## src/rtl/pipelined_carry_adder_if.sv

```systemverilog
// pipelined_carry_adder_if: valid/ready operand and result bus for the pipelined carry adder
// Operand side: in_valid, in_ready, a, b, cin, sub.
// Result side:  out_valid, out_ready, sum, cout, overflow.
// Modports: master is the producer/consumer side; slave is the adder.
interface pipelined_carry_adder_if #(
    parameter int WIDTH = 16
);
    logic             in_valid;
    logic             in_ready;
    logic [WIDTH-1:0] a;
    logic [WIDTH-1:0] b;
    logic             cin;
    logic             sub;
    logic             out_valid;
    logic             out_ready;
    logic [WIDTH-1:0] sum;
    logic             cout;
    logic             overflow;
    modport master (
        output in_valid, a, b, cin, sub, out_ready,
        input  in_ready, out_valid, sum, cout, overflow
    );
    modport slave (
        input  in_valid, a, b, cin, sub, out_ready,
        output in_ready, out_valid, sum, cout, overflow
    );
endinterface

```

## src/rtl/pipelined_carry_adder.sv

```systemverilog
// pipelined_carry_adder: WIDTH-bit add/subtract with the carry chain split into STAGES registered segments
// Ports: clk (rising edge), rst_n (async active-low), bus (slave modport: operand beat in, result beat out).
// WIDTH >= 2 and WIDTH % STAGES == 0; each stage adds WIDTH/STAGES bits. sub=1 computes a + ~b + 1.
module pipelined_carry_adder #(
    parameter int WIDTH  = 16,
    parameter int STAGES = 4
) (
    input  logic                  clk,
    input  logic                  rst_n,
    pipelined_carry_adder_if.slave bus
);
    localparam int SW = WIDTH / STAGES;
    logic             vld  [STAGES];
    logic             ld   [STAGES];
    logic [WIDTH-1:0] pa   [STAGES];
    logic [WIDTH-1:0] pb   [STAGES];
    logic [WIDTH-1:0] ps   [STAGES];
    logic             pc   [STAGES];
    logic             ov;
    logic [SW:0]      seg  [STAGES];
    logic [WIDTH-1:0] ns   [STAGES];
    logic             nov;
    // Stage k input: index 0 is the operand bus, index k+1 is stage k's register.
    logic             iv   [STAGES+1];
    logic [WIDTH-1:0] ia   [STAGES+1];
    logic [WIDTH-1:0] ib   [STAGES+1];
    logic [WIDTH-1:0] isum [STAGES+1];
    logic             ic   [STAGES+1];
    // A stage can load when it is empty or its content moves on this cycle.
    always_comb begin
        ld[STAGES-1] = !vld[STAGES-1] || bus.out_ready;
        for (int k = STAGES - 2; k >= 0; k--) ld[k] = !vld[k] || ld[k+1];
    end
    always_comb begin
        iv[0]   = bus.in_valid;
        ia[0]   = bus.a;
        ib[0]   = bus.sub ? ~bus.b : bus.b;
        isum[0] = '0;
        ic[0]   = bus.sub ? 1'b1 : bus.cin;
        for (int k = 0; k < STAGES; k++) begin
            seg[k] = {1'b0, ia[k][k*SW +: SW]} + {1'b0, ib[k][k*SW +: SW]} + {{SW{1'b0}}, ic[k]};
            ns[k] = isum[k];
            ns[k][k*SW +: SW] = seg[k][SW-1:0];
            iv[k+1]   = vld[k];
            ia[k+1]   = pa[k];
            ib[k+1]   = pb[k];
            isum[k+1] = ps[k];
            ic[k+1]   = pc[k];
        end
        // carry into the MSB recovered as a ^ b ^ sum at that bit
        nov = ia[STAGES-1][WIDTH-1] ^ ib[STAGES-1][WIDTH-1] ^ seg[STAGES-1][SW-1] ^ seg[STAGES-1][SW];
    end
    always_ff @(posedge clk or negedge rst_n) begin
        if (!rst_n) begin
            for (int k = 0; k < STAGES; k++) begin
                vld[k] <= 1'b0;
                pa[k]  <= '0;
                pb[k]  <= '0;
                ps[k]  <= '0;
                pc[k]  <= 1'b0;
            end
            ov <= 1'b0;
        end else begin
            for (int k = 0; k < STAGES; k++) begin
                if (ld[k]) begin
                    vld[k] <= iv[k];
                    if (iv[k]) begin
                        pa[k] <= ia[k];
                        pb[k] <= ib[k];
                        ps[k] <= ns[k];
                        pc[k] <= seg[k][SW];
                    end
                end
            end
            if (ld[STAGES-1] && iv[STAGES-1]) ov <= nov;
        end
    end
    assign bus.in_ready  = ld[0];
    assign bus.out_valid = vld[STAGES-1];
    assign bus.sum       = ps[STAGES-1];
    assign bus.cout      = pc[STAGES-1];
    assign bus.overflow  = ov;
endmodule

```

## src/flat_wrapper.sv

```systemverilog
// flat-port wrapper written by rule: the top's interface ports become plain ports
module pipelined_carry_adder_flat 
#(
    parameter int WIDTH  = 16,
    parameter int STAGES = 4
)
  (clk, rst_n, bus_in_valid, bus_a, bus_b, bus_cin, bus_sub, bus_out_ready, bus_in_ready, bus_out_valid, bus_sum, bus_cout, bus_overflow);
  pipelined_carry_adder_if #(.WIDTH(WIDTH)) bus_i ();
  input  logic clk;
  input  logic rst_n;
  input wire logic [$bits(bus_i.in_valid)-1:0] bus_in_valid;
  input wire logic [$bits(bus_i.a)-1:0] bus_a;
  input wire logic [$bits(bus_i.b)-1:0] bus_b;
  input wire logic [$bits(bus_i.cin)-1:0] bus_cin;
  input wire logic [$bits(bus_i.sub)-1:0] bus_sub;
  input wire logic [$bits(bus_i.out_ready)-1:0] bus_out_ready;
  output wire logic [$bits(bus_i.in_ready)-1:0] bus_in_ready;
  output wire logic [$bits(bus_i.out_valid)-1:0] bus_out_valid;
  output wire logic [$bits(bus_i.sum)-1:0] bus_sum;
  output wire logic [$bits(bus_i.cout)-1:0] bus_cout;
  output wire logic [$bits(bus_i.overflow)-1:0] bus_overflow;
  assign bus_i.in_valid = bus_in_valid;
  assign bus_i.a = bus_a;
  assign bus_i.b = bus_b;
  assign bus_i.cin = bus_cin;
  assign bus_i.sub = bus_sub;
  assign bus_i.out_ready = bus_out_ready;
  assign bus_in_ready = bus_i.in_ready;
  assign bus_out_valid = bus_i.out_valid;
  assign bus_sum = bus_i.sum;
  assign bus_cout = bus_i.cout;
  assign bus_overflow = bus_i.overflow;
  pipelined_carry_adder #(.WIDTH(WIDTH), .STAGES(STAGES)) u_core (.clk(clk), .rst_n(rst_n), .bus(bus_i));
endmodule
```

## config.mk

```make
export PLATFORM = sky130hd
export DESIGN_NAME = pipelined_carry_adder_flat
export DESIGN_NICKNAME = d
export VERILOG_FILES = /design/src/rtl/pipelined_carry_adder_if.sv /design/src/rtl/pipelined_carry_adder.sv /design/src/flat_wrapper.sv
export SDC_FILE = /design/constraint.sdc
export NUM_CORES = 1
export LEC_CHECK = 0
export CAP_MARGIN = 20
export CORE_MARGIN = 4
export CORE_UTILIZATION = 55
export CTS_CLUSTER_DIAMETER = 40
export DETAILED_ROUTE_END_ITERATION = 8
export DONT_BUFFER_PORTS = 1
export GPL_TIMING_DRIVEN = 0
export PLACE_DENSITY = 0.69
export SLEW_MARGIN = 20
export SYNTH_ARGS = -nofsm -noshare
export SYNTH_HDL_FRONTEND = slang
export SYNTH_SLANG_ARGS = --single-unit
```

## constraint.sdc

```tcl
create_clock -name clk -period 2.08 [get_ports clk]
set_input_delay 0.624 -clock clk [delete_from_list [all_inputs] [get_ports clk]]
set_output_delay 0.624 -clock clk [all_outputs]
set_load 0.1 [all_outputs]
```

==> results.md <==
* Vias per std cell at a little over 5
* Leading area contributor after synthesis: dfrtp_1
* Worst VDD drop at approximately 0.00042 V
* Cell types occupying the most area after synthesis: dfrtp_1, mux2_2, fa_1, ha_1, buf_4
* Largest net degree at the start of global routing at roughly 100
* Final core utilization at about three fifths
* Vias at 2,281
* Slew Viols, Final at 0
* Final ANT Viol Nets at 0
* N_diodes at 0
* Chip Width at ~100 µm
* Number of remaining DRC errors at 0
* Synth top area share at a little under three fifths
* CP Launch Type: flop
* Period utilization at 103%
* Fin nets at 393
* Stages on the worst setup path at 2
* Maxcap violations at 0
* Initial antenna violation count at 0
* Most used DFF post-synth: dfrtp_1
* Post-DP HPWL at roughly 4900 µm
* Worst EP required at about 1.5 ns
* Fraction of layout cells with a size suffix above 1 at between 30% and 40%
* CTS sink cnt at between 90 and 100
* Final setup vio count at 1
* Pre-antenna DRT Iters at 4
* Crit path max-delay family: flip-flops
* Port Buffer Count at 0
* Cell with the most instances after synthesis: dfrtp_1
* Gr ovfl total at 0
* Slew @ Worst Pin at a little under 0.9 ns
* Power density of the placed cells at between 1000 and 1500 nW/µm²
* CTS tree: built
* Cell row count at 32
* Min Hold Slack at -0.0427 ns
* Yosys reg bits at 97
* Synth Warn # at 0
* Buffers & Inverters on Critical Path at 0
* Critical path arrival at ~1.5 ns
* Initial core utilization at approximately 56%
* Leak at roughly 0.0021 µW
* Ys async rst share at 100%
* RePlAce Congestion at 0.724
* H-tree levels at 3
* Setup crit end kind: primary output
* FF-to-FF path depth at 5
* Worst setup path category: flop to primary output
* Worst-Skew Late Latency at 0.35 ns
* Final min period at roughly 2.1 ns
* Synth Cell Area at between 4000 and 5000 µm²
* Final hold violations at between 90 and 100
* Placement-stage cell area at 4530 µm²
* Fmax at ~470 MHz
* Area Growth Syn to Fin at 7.94%
* Final Power at between 7000 and 8000 µW
* Core Region at 7730 µm²
* Max incr delay on CP at approximately 0.65 ns
* Post-synth net total at between 300 and 400
* CTS root buffer: clkbuf_8
* Headroom to the max-slew limit at between 40% and 50%
* DP Worst Slack at -0.354 ns
* DR WL/cell at about 15 µm
* R2r setup slk at approximately 0.18 ns
* DIE AREA at ~9400 µm²
* Die Span Y at roughly 97 µm
* First-pass GRT wire length at roughly 12,000 µm
* Worst-path clk slew at about 0.09 ns
* Failing checks: negative hold slack, negative setup slack
* Num CTS Buffers at 9
* Sequential area share after synthesis at about 56%
* Number of global-route vias before repair at ~2,300
* Cell count after synthesis at approximately 320
* Crit-path cells: nand4b_4 -> or2_4
* Syn avg cell area at 13.5 µm²
* Global-route usage over all layers at between 10% and 20%
* Status: complete, but fails checks
* RSZ-0062 raised after global routing: true
* CTS Buffer Depth at 2
* Hold crit path type: input pin to asynchronous set/reset pin
* Drt initial violations at 63
* Commonest cells post-synth: dfrtp_1, mux2_2, nand2_1, o21ai_0, buf_4
* # IOs at 58
* EDFF count, synth at 0
* Setup TNS at -0.0635 ns
* Synth cell types at 23
* Setup ws final at -0.0635 ns
* Fin area at about 4700 µm²
* CP max stage cell: dfrtp_4
* WL final at approximately 6600 µm
* Max Fanout on Critical Path at 4
* Clock skew at between 0.005 and 0.006 ns
final cells by class:
cell class	instances	area (µm²)
Buffer	28	225
Clock buffer	12	145
Clock inverter	4	20.0
Fill cell	624	3020
Inverter	4	15.0
Multi-Input combinational cell	194	1740
Sequential cell	97	2430
Tap cell	102	128
Timing Repair Buffer	1	7.51
worst paths after layout:
path | from | endpoint
min reg2reg | u_core.isum[27] | u_core.isum[27]
max reg2reg | u_core.bus.out_valid | u_core.ia[57]
min | rst_n | u_core.isum[36]
max in group asynchronous | rst_n | u_core.bus.out_valid
max | u_core.bus.out_valid | bus_in_ready
min in group clk | bus_in_valid | u_core.iv[3]
cells by family (layout without fill, tap and decap cells):
| kind of cell | count (synthesis) | count (layout) | synth area share (%) |
|---|---|---|---|
| mux | 68 | 68 | 17.5 |
| compound gates | 41 | 41 | 5.36 |
| buf+inv | 32 | 49 | 4.93 |
| flops | 97 | 97 | 55.6 |
| xor+xnor | 25 | 25 | 5.02 |
| fa+ha+maj | 20 | 20 | 7.11 |
| simple gates | 40 | 40 | 4.44 |
stage by stage:
step	std cells	hold slack [ns]
after CTS	442	-0.0666
after global routing	442	-0.0756
final	442	-0.0427
after global placement	425	0.332
after detailed placement	425	0.332
after floorplan	323	0.328
registers in the layout, indices dropped and copies added, names as in the netlist:
| signal | flops |
|---|---|
| u_core.bus.sum | 16 |
| u_core.iv | 3 |
| u_core.ib | 24 |
| u_core.ic | 3 |
| u_core.bus.overflow | 1 |
| u_core.ia | 24 |
| u_core.isum | 24 |
| u_core.bus.out_valid | 1 |
| u_core.bus.cout | 1 |
timing repair:
item | 4_1_cts | 5_1_grt
setup buffers | 1 | 0
gates resized for setup | 2 | 0
endpoints found under the setup margin | 1 | 2
cloned | 0 | 0
pin swaps | 2 | 2
hold endpoints to repair | 97 | 97
per-layer routing:
metal | GRT usage (%) | up-vias | share of wire, %
met5 | 0 | - | 0
met4 | 7.45 | 0 | 2.1
met3 | 3.66 | 11 | 4.8
met2 | 22.7 | 49 | 44
met1 | 21.7 | 1107 | 49
li1 | - | 1114 | -
cell usage in the layout (no fill, tap or decap), types with 2 or more instances in the layout:
cell and count:
xnor2_1 15, mux2_1 9, clkinv_2 4, a21o_1 7, buf_6 2, inv_1 4
xor2_1 10, fa_2 2, a21oi_1 7, o21ai_1 2, fa_1 6, ha_1 12
clkbuf_1 2, clkbuf_8 10, buf_2 4, o21ai_0 23, nand2b_1 5, mux2_2 58
nand2_1 28, or2_4 2, buf_4 20, dfrtp_1 96, nor2_1 2
where the power goes:
part | switching (µW) | total [µW] | internal, µW
combinational | 1850 | 2920 | 1070
sequential | 520 | 3060 | 2540
clock | 598 | 1060 | 461
Power figures use the tool's default switching activity.
